**config.mk**
```make
export PLATFORM = sky130hd
export DESIGN_NAME = fpadd_issue_ctrl
export DESIGN_NICKNAME = d
export VERILOG_FILES = /design/src/rtl/fpadd_issue_ctrl.sv
export SDC_FILE = /design/constraint.sdc
export NUM_CORES = 1
export LEC_CHECK = 0
export ABC_AREA = 1
export CAP_MARGIN = 40
export CORE_UTILIZATION = 61
export DETAILED_ROUTE_END_ITERATION = 6
export PLACE_DENSITY = 0.91
export SKIP_CTS_REPAIR_TIMING = 1
export SYNTH_ARGS = -nofsm -noshare
export SYNTH_HDL_FRONTEND = slang
export SYNTH_SLANG_ARGS = --single-unit
```
**constraint.sdc**
```tcl
create_clock -name clk -period 52.8 [get_ports clk]
set_input_delay 15.84 -clock clk [delete_from_list [all_inputs] [get_ports clk]]
set_output_delay 15.84 -clock clk [all_outputs]
set_load 0.01 [all_outputs]
```
**src/rtl/fpadd_issue_ctrl.sv**
```systemverilog
// Issue front-end for the FP32 adder core: screens special operands, tracks core latency
// in a fixed delay line and buffers results in order behind a credit-limited output FIFO.
module fpadd_issue_ctrl #(
    parameter int ADD_LAT    = 2,
    parameter int FIFO_DEPTH = 8
) (
    input  logic        clk,
    input  logic        reset,
    input  logic        in_valid,
    output logic        in_ready,
    input  logic [31:0] in_a,
    input  logic [31:0] in_b,
    output logic [31:0] add_a,
    output logic [31:0] add_b,
    input  logic [31:0] add_out,
    output logic        res_valid,
    input  logic        res_ready,
    output logic [31:0] res_data,
    output logic [2:0]  res_flags
);
    // Handshakes: a transfer happens on a rising edge where valid && ready; ready never
    // depends on valid, and valid/data are held by the source until the transfer.
    localparam int STAGES = ADD_LAT + 1;
    localparam int PW     = (FIFO_DEPTH > 1) ? $clog2(FIFO_DEPTH) : 1;
    localparam int CW     = $clog2(FIFO_DEPTH + STAGES + 1);
    localparam logic [31:0] QNAN = 32'h7FC0_0000;

    typedef enum logic [2:0] {C_ZERO, C_SUB, C_INF, C_NAN, C_NORM} fp_class_t;

    function automatic fp_class_t classify(input logic [31:0] x);
        fp_class_t c;
        if (x[30:23] == 8'd0) begin
            if (x[22:0] == 23'd0) c = C_ZERO;
            else                  c = C_SUB;
        end else if (x[30:23] == 8'hFF) begin
            if (x[22:0] == 23'd0) c = C_INF;
            else                  c = C_NAN;
        end else begin
            c = C_NORM;
        end
        return c;
    endfunction

    function automatic logic [PW-1:0] ptr_next(input logic [PW-1:0] p);
        return (p == PW'(FIFO_DEPTH - 1)) ? '0 : p + 1'b1;
    endfunction

    fp_class_t   cls_a, cls_b;
    logic        a_zero, b_zero, core_op, accept;
    logic [31:0] byp_data;
    logic [2:0]  byp_flags;

    // Bypass result for non-normal pairs; flags are {invalid, bypass, flushed}.
    always_comb begin
        cls_a     = classify(in_a);
        cls_b     = classify(in_b);
        a_zero    = (cls_a == C_ZERO) || (cls_a == C_SUB);
        b_zero    = (cls_b == C_ZERO) || (cls_b == C_SUB);
        core_op   = (cls_a == C_NORM) && (cls_b == C_NORM);
        byp_data  = '0;
        byp_flags = {1'b0, !core_op, (cls_a == C_SUB) || (cls_b == C_SUB)};
        if (cls_a == C_NAN || cls_b == C_NAN) begin
            byp_data     = QNAN;
            byp_flags[2] = 1'b1;
        end else if (cls_a == C_INF && cls_b == C_INF && in_a[31] != in_b[31]) begin
            byp_data     = QNAN;
            byp_flags[2] = 1'b1;
        end else if (cls_a == C_INF) begin
            byp_data = in_a;
        end else if (cls_b == C_INF) begin
            byp_data = in_b;
        end else if (a_zero && b_zero) begin
            byp_data = {in_a[31] & in_b[31], 31'd0};
        end else if (a_zero) begin
            byp_data = in_b;
        end else if (b_zero) begin
            byp_data = in_a;
        end
    end

    logic [STAGES-1:0] dl_valid, dl_byp;
    logic [31:0]       dl_data  [STAGES];
    logic [2:0]        dl_flags [STAGES];
    logic [CW-1:0]     inflight, fifo_count;

    always_comb begin
        inflight = '0;
        for (int i = 0; i < STAGES; i++) inflight = inflight + CW'(dl_valid[i]);
    end

    // Credit counts every op accepted but not yet popped, so the FIFO can never overflow.
    assign in_ready = (fifo_count + inflight) < CW'(FIFO_DEPTH);
    assign accept   = in_valid && in_ready;

    always_ff @(posedge clk or posedge reset) begin
        if (reset) begin
            add_a    <= '0;
            add_b    <= '0;
            dl_valid <= '0;
            dl_byp   <= '0;
            for (int i = 0; i < STAGES; i++) begin
                dl_data[i]  <= '0;
                dl_flags[i] <= '0;
            end
        end else begin
            add_a       <= (accept && core_op) ? in_a : 32'd0;
            add_b       <= (accept && core_op) ? in_b : 32'd0;
            dl_valid[0] <= accept;
            dl_byp[0]   <= !core_op;
            dl_data[0]  <= byp_data;
            dl_flags[0] <= byp_flags;
            for (int i = 1; i < STAGES; i++) begin
                dl_valid[i] <= dl_valid[i-1];
                dl_byp[i]   <= dl_byp[i-1];
                dl_data[i]  <= dl_data[i-1];
                dl_flags[i] <= dl_flags[i-1];
            end
        end
    end

    logic [31:0]   fifo_data  [FIFO_DEPTH];
    logic [2:0]    fifo_flags [FIFO_DEPTH];
    logic [PW-1:0] wr_ptr, rd_ptr;
    logic          push, pop;
    logic [31:0]   push_data;

    assign push      = dl_valid[STAGES-1];
    assign push_data = dl_byp[STAGES-1] ? dl_data[STAGES-1] : add_out;
    assign res_valid = (fifo_count != '0);
    assign pop       = res_valid && res_ready;
    assign res_data  = fifo_data[rd_ptr];
    assign res_flags = fifo_flags[rd_ptr];

    always_ff @(posedge clk or posedge reset) begin
        if (reset) begin
            wr_ptr     <= '0;
            rd_ptr     <= '0;
            fifo_count <= '0;
            for (int i = 0; i < FIFO_DEPTH; i++) begin
                fifo_data[i]  <= '0;
                fifo_flags[i] <= '0;
            end
        end else begin
            if (push) begin
                fifo_data[wr_ptr]  <= push_data;
                fifo_flags[wr_ptr] <= dl_flags[STAGES-1];
                wr_ptr             <= ptr_next(wr_ptr);
            end
            if (pop) rd_ptr <= ptr_next(rd_ptr);
            case ({push, pop})
                2'b10:   fifo_count <= fifo_count + 1'b1;
                2'b01:   fifo_count <= fifo_count - 1'b1;
                default: fifo_count <= fifo_count;
            endcase
        end
    end
endmodule
```
; ---- Yosys cells after proc, flatten, opt, wreduce, memory -nomap -nowiden
; Index checks and enable logic that the tools add are counted.
; Widths: inputs -> output; s select.
[op_classes]
add_sub_neg = 7
multipliers = 0
div = 0
n_lt_le_gt_ge = 4
eq_ne = 15
shift = 0
mux = 35
bitwise = 3
n_reduce_logical = 21
[ops]
columns = operator, count
row1 = $mux 32, 13
row2 = $bwmux 256, 1
row3 = $bmux 32 s3, 1
row4 = $demux 32 s3, 1
row5 = $logic_not 23->1, 2
row6 = $mux 3, 9
row7 = $bwmux 24, 1
row8 = $eq 8x8->1 const B, 2
row9 = $logic_not 8->1, 2
row10 = $eq 3x2->1 const B, 4
row11 = $eq 3x3->1 const B, 4
row12 = $bmux 3 s3, 1
row13 = $demux 3 s3, 1
row14 = $ge 4x4->1 const B, 2
row15 = $logic_and 1x1->1, 8
row16 = $not 3->4, 2
row17 = $pmux 4 s2, 1
row18 = $add 3x1->3 const B, 2
row19 = $eq 3x1->1 const B, 2
row20 = $logic_not 3->1, 2
row21 = $mux 1, 6
row22 = $add 4x1->4 const B, 1
row23 = $add 4x3->4, 1
row24 = $logic_or 1x1->1, 4
row25 = other kinds (12), 12
[word_totals]
reg_bits = 465
latchBits = 0
ram_bits = 0
mem_bits_ro = 0
input_bits = 100
output_inout_bits = 101
wordCells = 114
mem_count = 0

; ---- Logic depth before layout (Yosys ltp)
; Gate-level depths: netlist of run 1.
[logic_depth]
depth_word = 13
depth_mapped = 13
mapped_depth_nobuf = 13

; ---- Least setup slack after synthesis of run 1
; OpenSTA, ideal clock, no wires.
[synth_path]
path_kind = reg-to-output
startpoint = register fifo_count[0]
endpoint = output in_ready
t_arrival_ps = 1481
required_time_ps = 36960
path_slack_ps = 35479
path_stages_with_launch = 9
path_buffers = 0
path_cell_list = dfrtp_1 -> inv_1 -> fa_1 -> inv_1 -> ha_1 -> nand3_1 -> a21oi_2 -> xor2_1 -> inv_1
[synth_between]
elab_chain_cells = 2
[synth_rtl]
columns = element, line_no
row1 = "start, declared", 84  ; logic [CW-1:0] inflight, fifo_count;
row2 = "start signal, assigned", 151  ; 2'b10: fifo_count <= fifo_count + 1'b1;
row3 = "start signal, assigned", 152  ; 2'b01: fifo_count <= fifo_count - 1'b1;
row4 = "start signal, assigned", 153  ; default: fifo_count <= fifo_count;
row5 = $add 4x3->4, 92  ; assign in_ready = (fifo_count + inflight) < CW'(FIFO_DEPTH);
row6 = $lt 4x4->1, 92
row7 = "end, declared", 10  ; output logic in_ready,
; No other way between the ends.

; ---- Worst setup path after layout of run 1
[layout_path]
startpoint = register rd_ptr[0]
endpoint = output res_data[19]
[layout_between]
elab_chain_cells = 4
[layout_rtl]
columns = element, line_no
row1 = "start, declared", 123  ; logic [PW-1:0] wr_ptr, rd_ptr;
row2 = "start signal, assigned", 149  ; if (pop) rd_ptr <= ptr_next(rd_ptr);
row3 = $not 3->4 (implied by the code), 131  ; assign res_data = fifo_data[rd_ptr];
row4 = $bmux 32 s3, 131
row5 = $mux 32 (implied by the code) (2 in a row), 131
row6 = "end, declared", 18  ; output logic [31:0] res_data,
; No other way between the ends. The select of a mux whose other input is x is not followed.

==> metrics, run 1 <==
Synthesized Nets 2250; Worst-path clk slew 0.06 ns; pin count of the biggest net entering global routing 184; R2R Path End add_a[22]; Syn Area/Cell 9.08 um^2; maxcap violations 0; die height 180 um; FF-to-FF path depth 11; Internal 0.853 mW; worst hold stages 0; final WL between 50 and 60 mm; Die W 180 um; cts bufs inserted 46; P&R area growth vs syn 19.1%; CTS tree done; GR Overflow Total 0; R2R setup slack 50.21 ns; power share of the sequential group 38.7%; Pins Over Slew Limit 0; detailed-route DRC error count 0; final worst path period share 37.3%; Mapped Cells around 2.1k; worst setup skew after layout 0.0150 ns; CORE AREA 0.0310 mm^2; root buffer cell clkbuf_16; Critical Path RT 36.96 ns; IO buf count 200; starting density of the core a little over three fifths; # H-tree levels 2; Max Clk Rate 50.8 MHz; CP endpoint kind primary output; slew margin rel. around 37%; WL per Instance 19.1 um; clk buf depth 3; Final nets between 2k and 2.5k; Final Hold Vio Count 0; hold crit path type reg2reg; die area 0.0326 mm^2; min cycle time layout 19.70 ns; Pleak 10.5 nW; final core utilization 74.7%; layout cells sized above 1 6.02%; post-synthesis cell area roughly 0.02 mm^2; synth warn 0; vias 16.4k; register bit total from synthesis approximately 460; drt initial violations 1648; placed insts 2623; vias in the first global route around 17k; status complete, no violations; power density over the cells 57.3 mW/mm^2; hold_sp dl_data[83]; Setup-failing EPs final 0; ranking of synthesized cells by area dfrtp_1 (60%), o21ai_0 (8.0%), nor2_1 (6.3%); area fraction of the dominant cell type after synthesis 59.5%; VDD IR max 0.0000340 V; area leader, netlist dfrtp_1; Comb power frac 35.9%; HPWL Detailed ~31 mm; WS Path Type reg2out; first-pass GRT wire length 83.2 mm; fillers 2029; RR Startpoint fifo_count[0]; Tightest Pin Transition 0.939 ns; total track usage about a third; clock sinks 462; Top Ports 201; CP Launch Type register; diodes inserted 0; Netlist cell types 32; net load switching power approximately 0.47 mW; sw frac between 30% and 40%; Final TNS setup 0 ns; clock share of power about a quarter; Layout Cells excl Fill around 2.7k; vias per cell 6.05; Clk Latency, worst-skew pair between 0.5 and 0.6 ns; antenna violations before repair 1; drt first pass iters 6; critical path data arrival time 3.86 ns; antenna-violating nets left 0; placer's final routability congestion estimate 0.938; Worst Hold End dl_data[51]; RSZ-0062 raised after global routing no; Rows 64; sequential cell area fraction in the yosys report 59.5%; Crit Path Max Fanout 93
[critical path, cell delays in order, from the launching register on]
cell	delay [ns]
dfrtp_2	0.58
inv_4	0.59
buf_4	0.78
nand2_1	0.18
o21ai_0	0.15
a21oi_1	0.09
a31oi_1	0.29
clkdlybuf4s50_1	0.60
[area by class of cell]
class / instances / area [um^2] / area share [%]
flip-flops and latches: 462 / 11600 / 50.0
multi-input cells: 1339 / 6490 / 28.0
repair buffers: 222 / 2230 / 9.64
clock buffers: 73 / 1490 / 6.42
inverters: 204 / 776 / 3.35
well taps: 396 / 495 / 2.14
clock inverters: 10 / 109 / 0.470
[cells in the final DEF, fill, tap and decap left out, types with 2 or more instances in the layout]
cell	instances
o211ai_1	22
inv_2	7
o22ai_1	3
a21oi_1	100
nor2_4	10
clkdlybuf4s50_1	200
nor2_2	14
o21ai_0	312
nand4_1	16
clkinv_2	5
dfrtp_1	460
o21ai_1	5
a31oi_1	194
inv_1	195
clkinvlp_4	2
nand2_2	2
clkbuf_16	49
fa_1	2
bufinv_16	2
nor2_1	319
buf_16	2
clkbuf_8	17
nand2_1	296
xor2_1	3
dfrtp_2	2
buf_4	18
nand3_1	24
clkbuf_1	7
ha_1	9
buf_12	2
[power groups by stage]
| stage | registers (mW) | logic [mW] | clock network, mW |
|---|---|---|---|
| 6_report | 0.513 | 0.476 | 0.337 |
| 3_5_place_dp | 0.515 | 0.462 | 0 |
| 2_1_floorplan | 0.508 | 0.292 | 0 |
| 3_3_place_gp | 0.510 | 0.439 | 0 |
| 5_1_grt | 0.523 | 0.523 | 0.353 |
| 4_1_cts | 0.512 | 0.470 | 0.340 |
[cells by family (layout without fill, tap and decap cells)]
| group | after synthesis | count (layout) | share of synthesized area [%] |
|---|---|---|---|
| flip-flops | 462 | 462 | 59.5 |
| AO/OA/AOI/OAI | 640 | 640 | 18.1 |
| adder cells (fa/ha/maj) | 11 | 11 | 0.786 |
| XOR/XNOR | 4 | 4 | 0.180 |
| buffers and inverters | 338 | 509 | 7.41 |
| AND/OR/NAND/NOR | 684 | 684 | 14.0 |
[Yosys cell counts (all sizes together)]
library cell / count
a211oi: 1
a21oi: 101
a22o: 1
a31oi: 194
buf: 77
clkbuf: 57
dfrtp: 462
fa: 2
ha: 9
inv: 204
nand2: 298
nand3: 24
nand4: 18
nor2: 343
o211ai: 22
o21a: 1
o21ai: 317
o22ai: 3
or2: 1
xnor2: 1
xor2: 3
[per-stage QoR]
| stage | worst slack, ns | power, mW | area, um^2 | hold WS (ns) |
|---|---|---|---|---|
| finish | 33.10 | 1.33 | 23100 | 0.339 |
| global route | 32.96 | 1.40 | 23100 | 0.350 |
| CTS | 33.19 | 1.32 | 23100 | 0.340 |
| detailed placement | 33.82 | 0.977 | 21600 | 0.335 |
| global placement | 33.91 | 0.950 | 21500 | 0.331 |
| floorplan | 24.08 | 0.800 | 19400 | 0.331 |
[worst max path at each step]
| stage | depth (start not counted) | to | slack (ns) | from |
|---|---|---|---|---|
| floorplan | 1 | add_a[0] | 24.08 | reset |
| global placement | 7 | res_data[19] | 33.91 | rd_ptr[0] |
| detailed placement | 7 | res_data[19] | 33.82 | rd_ptr[0] |
| CTS | 7 | res_data[19] | 33.19 | rd_ptr[0] |
| global route | 7 | res_data[19] | 32.96 | rd_ptr[0] |
| finish | 7 | res_data[19] | 33.10 | rd_ptr[0] |
[registers in the layout (all words and copies together), names as in the netlist]
name / count
add_a: 32
fifo_data: 256
add_b: 32
fifo_count: 4
rd_ptr: 3
dl_data: 96
dl_valid: 3
fifo_flags: 24
wr_ptr: 3
dl_flags: 9
[routing by layer]
metal / up-vias / share of wire [%] / track usage, %
li1: 7380 / - / -
met4: 2 / 3.9 / 14.4
met2: 1019 / 48 / 53.0
met5: - / 0.025 / 0
met3: 177 / 11 / 7.88
met1: 7804 / 36 / 40.5
Power figures use the tool's default switching activity.
==> inputs of run 2 (changes only) <==
Settings changed: CORE_UTILIZATION 61 to 57, PLACE_DENSITY 0.91 to 0.86.
Clock period 52.8 ns to 20.3 ns, I/O delays scaled along.
==> run 2 against run 1 <==
Sequential power grew to 2.6 times the previous value. Final area is essentially flat. Critical endpoint is now res_data[29]. Critical path type unchanged. Register-to-register slack lost 33 ns. Sequential share of layout area is essentially flat. Cell count grew 1.8%. Power grew to 2.6 times the previous value. Critical path depth is the same.
==> metrics, run 2 (same netlist as run 1, synthesis figures left out) <==
VDD IR max 0.0000763 V (+120%); WL per Instance 18.2 um (-5.0%); IO buf count 200 (unchanged); fillers 2434 (+20%); hold crit path type reg2reg; first-pass GRT wire length 81.7 mm (-1.9%); Pins Over Slew Limit 0 (unchanged); vias per cell 5.87 (-3.0%); P&R area growth vs syn 19.2% (about the same); Top Ports 201 (unchanged); Worst-path clk slew 0.06 ns (about the same); layout cells sized above 1 5.81% (-0.21 points); Critical Path RT 14.21 ns (-22.75 ns); cts bufs inserted 47 (+2.2%); Crit Path Max Fanout 94 (+1.1%); HPWL Detailed 31.2 mm (+0.68%); Finished Cell Area 0.0232 mm^2 (about the same); max FFs per register 256 (unchanged); most frequent cells in the layout dfrtp_1 (459), nor2_1 (319), o21ai_0 (312); crit-path leading delay family buffers and inverters; Final Hold Vio Count 0 (unchanged); diodes inserted 0 (unchanged); commonest non-fill, non-tap cell in the layout dfrtp_1; Top reg by flops fifo_data; Die W 187 um (+3.4%); vias in the first global route 15.9k (-4.2%); Post-Place Cell Area 0.0216 mm^2 (+0.31%); CP endpoint kind primary output; crit path max-delay cell type buf_4; Max Clk Rate ~99 MHz; slew margin rel. 30.9% (-6.5 points); CTS tree done; clock sinks 462 (unchanged); placer's final routability congestion estimate 0.894 (-4.7%); max incr delay on CP 0.83 ns (+0.05 ns); detailed-route DRC error count 0 (unchanged); Pleak 10.5 nW (-0.31%); critical path data arrival time 4.01 ns (+0.15 ns); die height 187 um (+3.4%); final worst path period share 49.7%; min cycle time layout ~10 ns; RSZ-0062 raised after global routing no; maxcap violations 0 (unchanged); total track usage 29.2% (-2.9 points); drt initial violations 1702 (+3.3%); # H-tree levels 2 (unchanged); Tightest Pin Transition 1.04 ns (+0.0978 ns); CP Launch Type register; multi-input logic area 0.00649 mm^2 (unchanged); GR Overflow Total 0 (unchanged); Final Worst Setup Slack 10.20 ns (-22.90 ns); Bufs and invs on worst path 3 (unchanged); Clk Latency, worst-skew pair 0.56 ns (+0.02 ns); root buffer cell clkbuf_16; Min Hold Slack 0.343 ns (+0.00353 ns); Rows 67 (+4.7%); Final TNS setup 0 ns (unchanged); worst setup skew after layout 0.0173 ns (+0.00231 ns); status complete, no violations; antenna-violating nets left 0 (unchanged); die area 0.0348 mm^2 (+6.9%); starting density of the core 57.9% (-4.8 points); FF/Latch Area 0.0116 mm^2 (about the same); Final nets 2387 (+0.042%); final WL 50.1 mm (-3.2%); power density over the cells 147 mW/mm^2 (+160%); biggest regs fifo_data x256, dl_data x96; Post-Place Worst Slack 10.93 ns (-22.88 ns); worst-path cell chain inv_4 -> buf_4 -> nor2_1 -> o21ai_0 -> a21oi_1 -> a31oi_1 -> clkdlybuf4s50_1; drt first pass iters 6 (unchanged); WS Path Type reg2out; clk buf depth 3 (unchanged); Power Total 3.41 mW (+160%); pin count of the biggest net entering global routing 198 (+7.6%); CORE AREA 0.0335 mm^2 (+8.2%); vias 16.2k (-1.2%); Setup-failing EPs final 0 (unchanged); antenna violations before repair 3 (+2)
==> run 2: changes by cell type in the layout (fill, tap and decap cells not counted), moves of 2 or more <==
cell / previous run / this run
clkinv_2: 5 / 9
clkbuf_1: 7 / 11
clkbuf_8: 17 / 4
bufinv_16: 2 / 4
==> run 2: power breakdown <==
group	switching [mW]	internal, mW
Combinational	0.724	0.492
Clock	0.352	0.508
Sequential	0.128	1.20
Total	1.20	2.20
==> run 2: through the flow <==
| stage | utilization (%) | instances |
|---|---|---|
| 6_report | 69.1 | 2756 |
| 5_1_grt | 69.1 | 2756 |
| 4_1_cts | 69.1 | 2756 |
| 3_5_place_dp | 64.5 | 2675 |
| 3_3_place_gp | 64.3 | 2672 |
| 2_1_floorplan | - | 2139 |
==> run 2: metal layers <==
layer  track usage, %  vias to the layer above  part of all wire, %
li1                 -                     7370                    -
met2             47.1                      888                   48
met4             12.5                        6                  3.8
met1             37.9                     7786                   38
met5                0                        -                0.070
met3             7.37                      133                   11
==> run 2: final cells by class <==
type / count / area share, %
Clock buffer: 64 / 5.71
Sequential cell: 462 / 49.9
Tap cell: 448 / 2.42
Inverter: 204 / 3.35
Timing Repair Buffer: 222 / 9.64
Multi-Input combinational cell: 1339 / 28.0
Clock inverter: 17 / 0.919
==> run 2: final timing paths <==
kind	startpoint	to	slack (ns)	cells past startpoint
max	rd_ptr[0]	res_data[29]	10.20	7
min	dl_data[60]	dl_data[28]	0.34	0
max reg2reg	fifo_count[0]	add_a[0]	17.71	11
min reg2reg	dl_data[60]	dl_data[28]	0.34	0
max in group asynchronous	reset	rd_ptr[1]	12.67	4
min in group asynchronous	reset	add_a[28]	5.90	2
==> run 2: worst register-to-register path, delay by kind of cell, from the launching register on <==
family / cells / cell delay [ns]
simple gates: 4 / 0.81
fa+ha+maj: 2 / 0.60
buf+inv: 3 / 0.46
flops: 1 / 0.36
xor+xnor: 1 / 0.18
compound gates: 1 / 0.06
==> inputs of run 3 (changes only) <==
Settings changed: CORE_UTILIZATION 57 to 51, PLACE_DENSITY 0.86 to 0.82.
Clock period 20.3 ns to 8.5 ns, I/O delays scaled along.
==> run 3 against run 2 <==
Sequential share of layout area down 0.46 points. Global-route usage down 2.4 points. Largest cell class unchanged. Sequential cell count unchanged. Final area up 0.92%. Non-clock buffer count up 1. Via count down 0.90%. Die area up 12%. Highest routed layer is now met4. Largest power group unchanged.
==> metrics, run 3 (same netlist as run 1, synthesis figures left out) <==
status complete, no violations; Worst Hold End dl_data[35]; Top Ports 201 (unchanged); clock sinks 462 (unchanged); max incr delay on CP 0.60 ns (-0.23 ns); Tightest Pin Transition 1.13 ns (+0.0907 ns); IO buf count 200 (unchanged); final worst path period share 68.0%; vias 16.0k (-0.90%); worst setup skew after layout 0.0175 ns (+0.000244 ns); slew margin rel. 24.8% (-6.0 points); cts bufs inserted 48 (+2.1%); drt initial violations 1550 (-8.9%); WL per Instance 18.2 um (-0.12%); # H-tree levels 2 (unchanged); biggest regs fifo_data x256, dl_data x96; total track usage 26.8% (-2.4 points); Rows 71 (+6.0%); antenna-violating nets left 0 (unchanged); CORE AREA 0.0376 mm^2 (+12%); CTS tree done; pin count of the biggest net entering global routing 187 (-5.6%); Power Total 8.29 mW (+140%); min cycle time layout 5.78 ns; R2R Path End add_b[15]; WS Path Type reg2out; HPWL Detailed 30.9 mm (-0.74%); layout cells sized above 1 6.22% (+0.41 points); RSZ-0062 raised after global routing no; RR Startpoint fifo_count[0]; Pins Over Slew Limit 0 (unchanged); Top reg by flops fifo_data; power density over the cells 355 mW/mm^2 (+140%); placed insts 2739 (+2.4%); Layout Cells excl Fill 2827 (+2.6%); clk buf depth 3 (unchanged); vias in the first global route 15.9k (+0.069%); R2R setup slack 5.86 ns (-11.85 ns); Pleak 10.5 nW (+0.50%); CP endpoint kind primary output; Worst-path clk slew 0.06 ns (about the same); Clk Latency, worst-skew pair 0.58 ns (+0.02 ns); root buffer cell clkbuf_16; die height 197 um (+5.7%); vias per cell 5.67 (-3.4%); antenna violations before repair 1 (-2); Final Hold Vio Count 0 (unchanged); most frequent cells in the layout dfrtp_1 (460), nor2_1 (319), o21ai_0 (312); max FFs per register 256 (unchanged); first-pass GRT wire length 82.3 mm (+0.72%); final WL 51.3 mm (+2.5%); Critical Path RT 5.95 ns (-8.26 ns); net load switching power 2.93 mW (+140%); commonest non-fill, non-tap cell in the layout dfrtp_1; crit path max-delay cell type buf_4; final core utilization 62.2% (-6.9 points); critical path data arrival time 3.23 ns (-0.78 ns); VDD IR max 0.000202 V (+160%); die area 0.0389 mm^2 (+12%); power share of the sequential group 38.1% (-0.9 points); FF-to-FF path depth 11 (unchanged); clock share of power 26.2% (+0.9 points); Die W 197 um (+5.7%); worst hold stages 0 (unchanged); detailed-route DRC error count 0 (unchanged); Finished Cell Area 0.0234 mm^2 (+0.92%); Bufs and invs on worst path 4 (+1); Setup-failing EPs final 0 (unchanged); Max Clk Rate 173 MHz; hold_sp dl_data[67]; starting density of the core 51.7% (-6.2 points); crit-path leading delay family buffers and inverters; maxcap violations 0 (unchanged); Post-Place Cell Area 0.0217 mm^2 (+0.43%); Comb power frac 35.7% (about the same); placer's final routability congestion estimate 0.902 (+0.91%); Crit Path Max Fanout 91 (-3.2%); GR Overflow Total 0 (unchanged); worst-path cell chain inv_4 -> buf_16 -> buf_4 -> nor2_1 -> o21ai_0 -> a21oi_1 -> a31oi_1 -> clkdlybuf4s50_1; sw frac 35.3% (-0.062 points); drt first pass iters 6 (unchanged); CP Launch Type register; P&R area growth vs syn 20.3%; hold crit path type reg2reg; Final nets 2389 (+0.084%); Internal 5.36 mW (+140%)
-- run 3: changes by cell type in the layout (fill, tap and decap cells not counted), moves of 2 or more --
cell	before	now
clkinvlp_4	1	5
bufinv_16	4	6
clkinv_8	0	2
clkbuf_8	4	8
inv_8	2	0
clkbuf_1	11	7
-- run 3: power by group through the flow --
stage	sequential, mW	clock (mW)	combinational (mW)
after floorplan	3.16	0	1.81
after global placement	3.16	0	2.78
after detailed placement	3.19	0	2.91
after CTS	3.15	2.21	2.95
after global routing	3.23	2.29	3.28
final	3.16	2.17	2.96
-- run 3: layout make-up --
cell class,instances,area [um^2]
inverters,204,772
multi-input cells,1339,6490
clock buffers,63,1340
flip-flops and latches,462,11600
clock inverters,24,314
well taps,511,639
diodes,1,2.50
fillers,3039,14200
repair buffers,223,2250
-- run 3: worst register-to-register path, stage by stage, from the launching register on --
cell	delay, ns
dfrtp_1	0.36
inv_1	0.12
fa_1	0.40
inv_1	0.07
ha_1	0.22
nand3_1	0.10
a21oi_2	0.06
xor2_1	0.17
nor2_2	0.22
nand4_4	0.35
buf_12	0.33
nor2_1	0.16
-- run 3: metrics by stage --
stage                     hold WS, ns  setup TNS (ns)  setup slack (ns)
after floorplan                 0.331         -139.97            -0.303
after global placement          0.334               0              3.10
after detailed placement        0.335               0              3.35
after CTS                       0.348               0              2.73
after global routing            0.353               0              2.51
final                           0.345               0              2.72
-- run 3: how the worst max path moves through the flow --
stage,startpoint,endpoint,slack (ns),cells past startpoint
finish,rd_ptr[0],res_data[13],2.72,8
global placement,rd_ptr[0],res_data[13],3.10,7
detailed placement,rd_ptr[0],res_data[16],3.35,8
CTS,rd_ptr[0],res_data[16],2.73,8
global route,rd_ptr[0],res_data[14],2.51,8
floorplan,reset,add_a[0],-0.30,1
-- run 3: metal layers --
metal  GRT usage (%)  wire length, um
met1            34.9            20600
met2            43.7            24300
met3            5.81             4750
met4            11.1             1650
met5               0                0
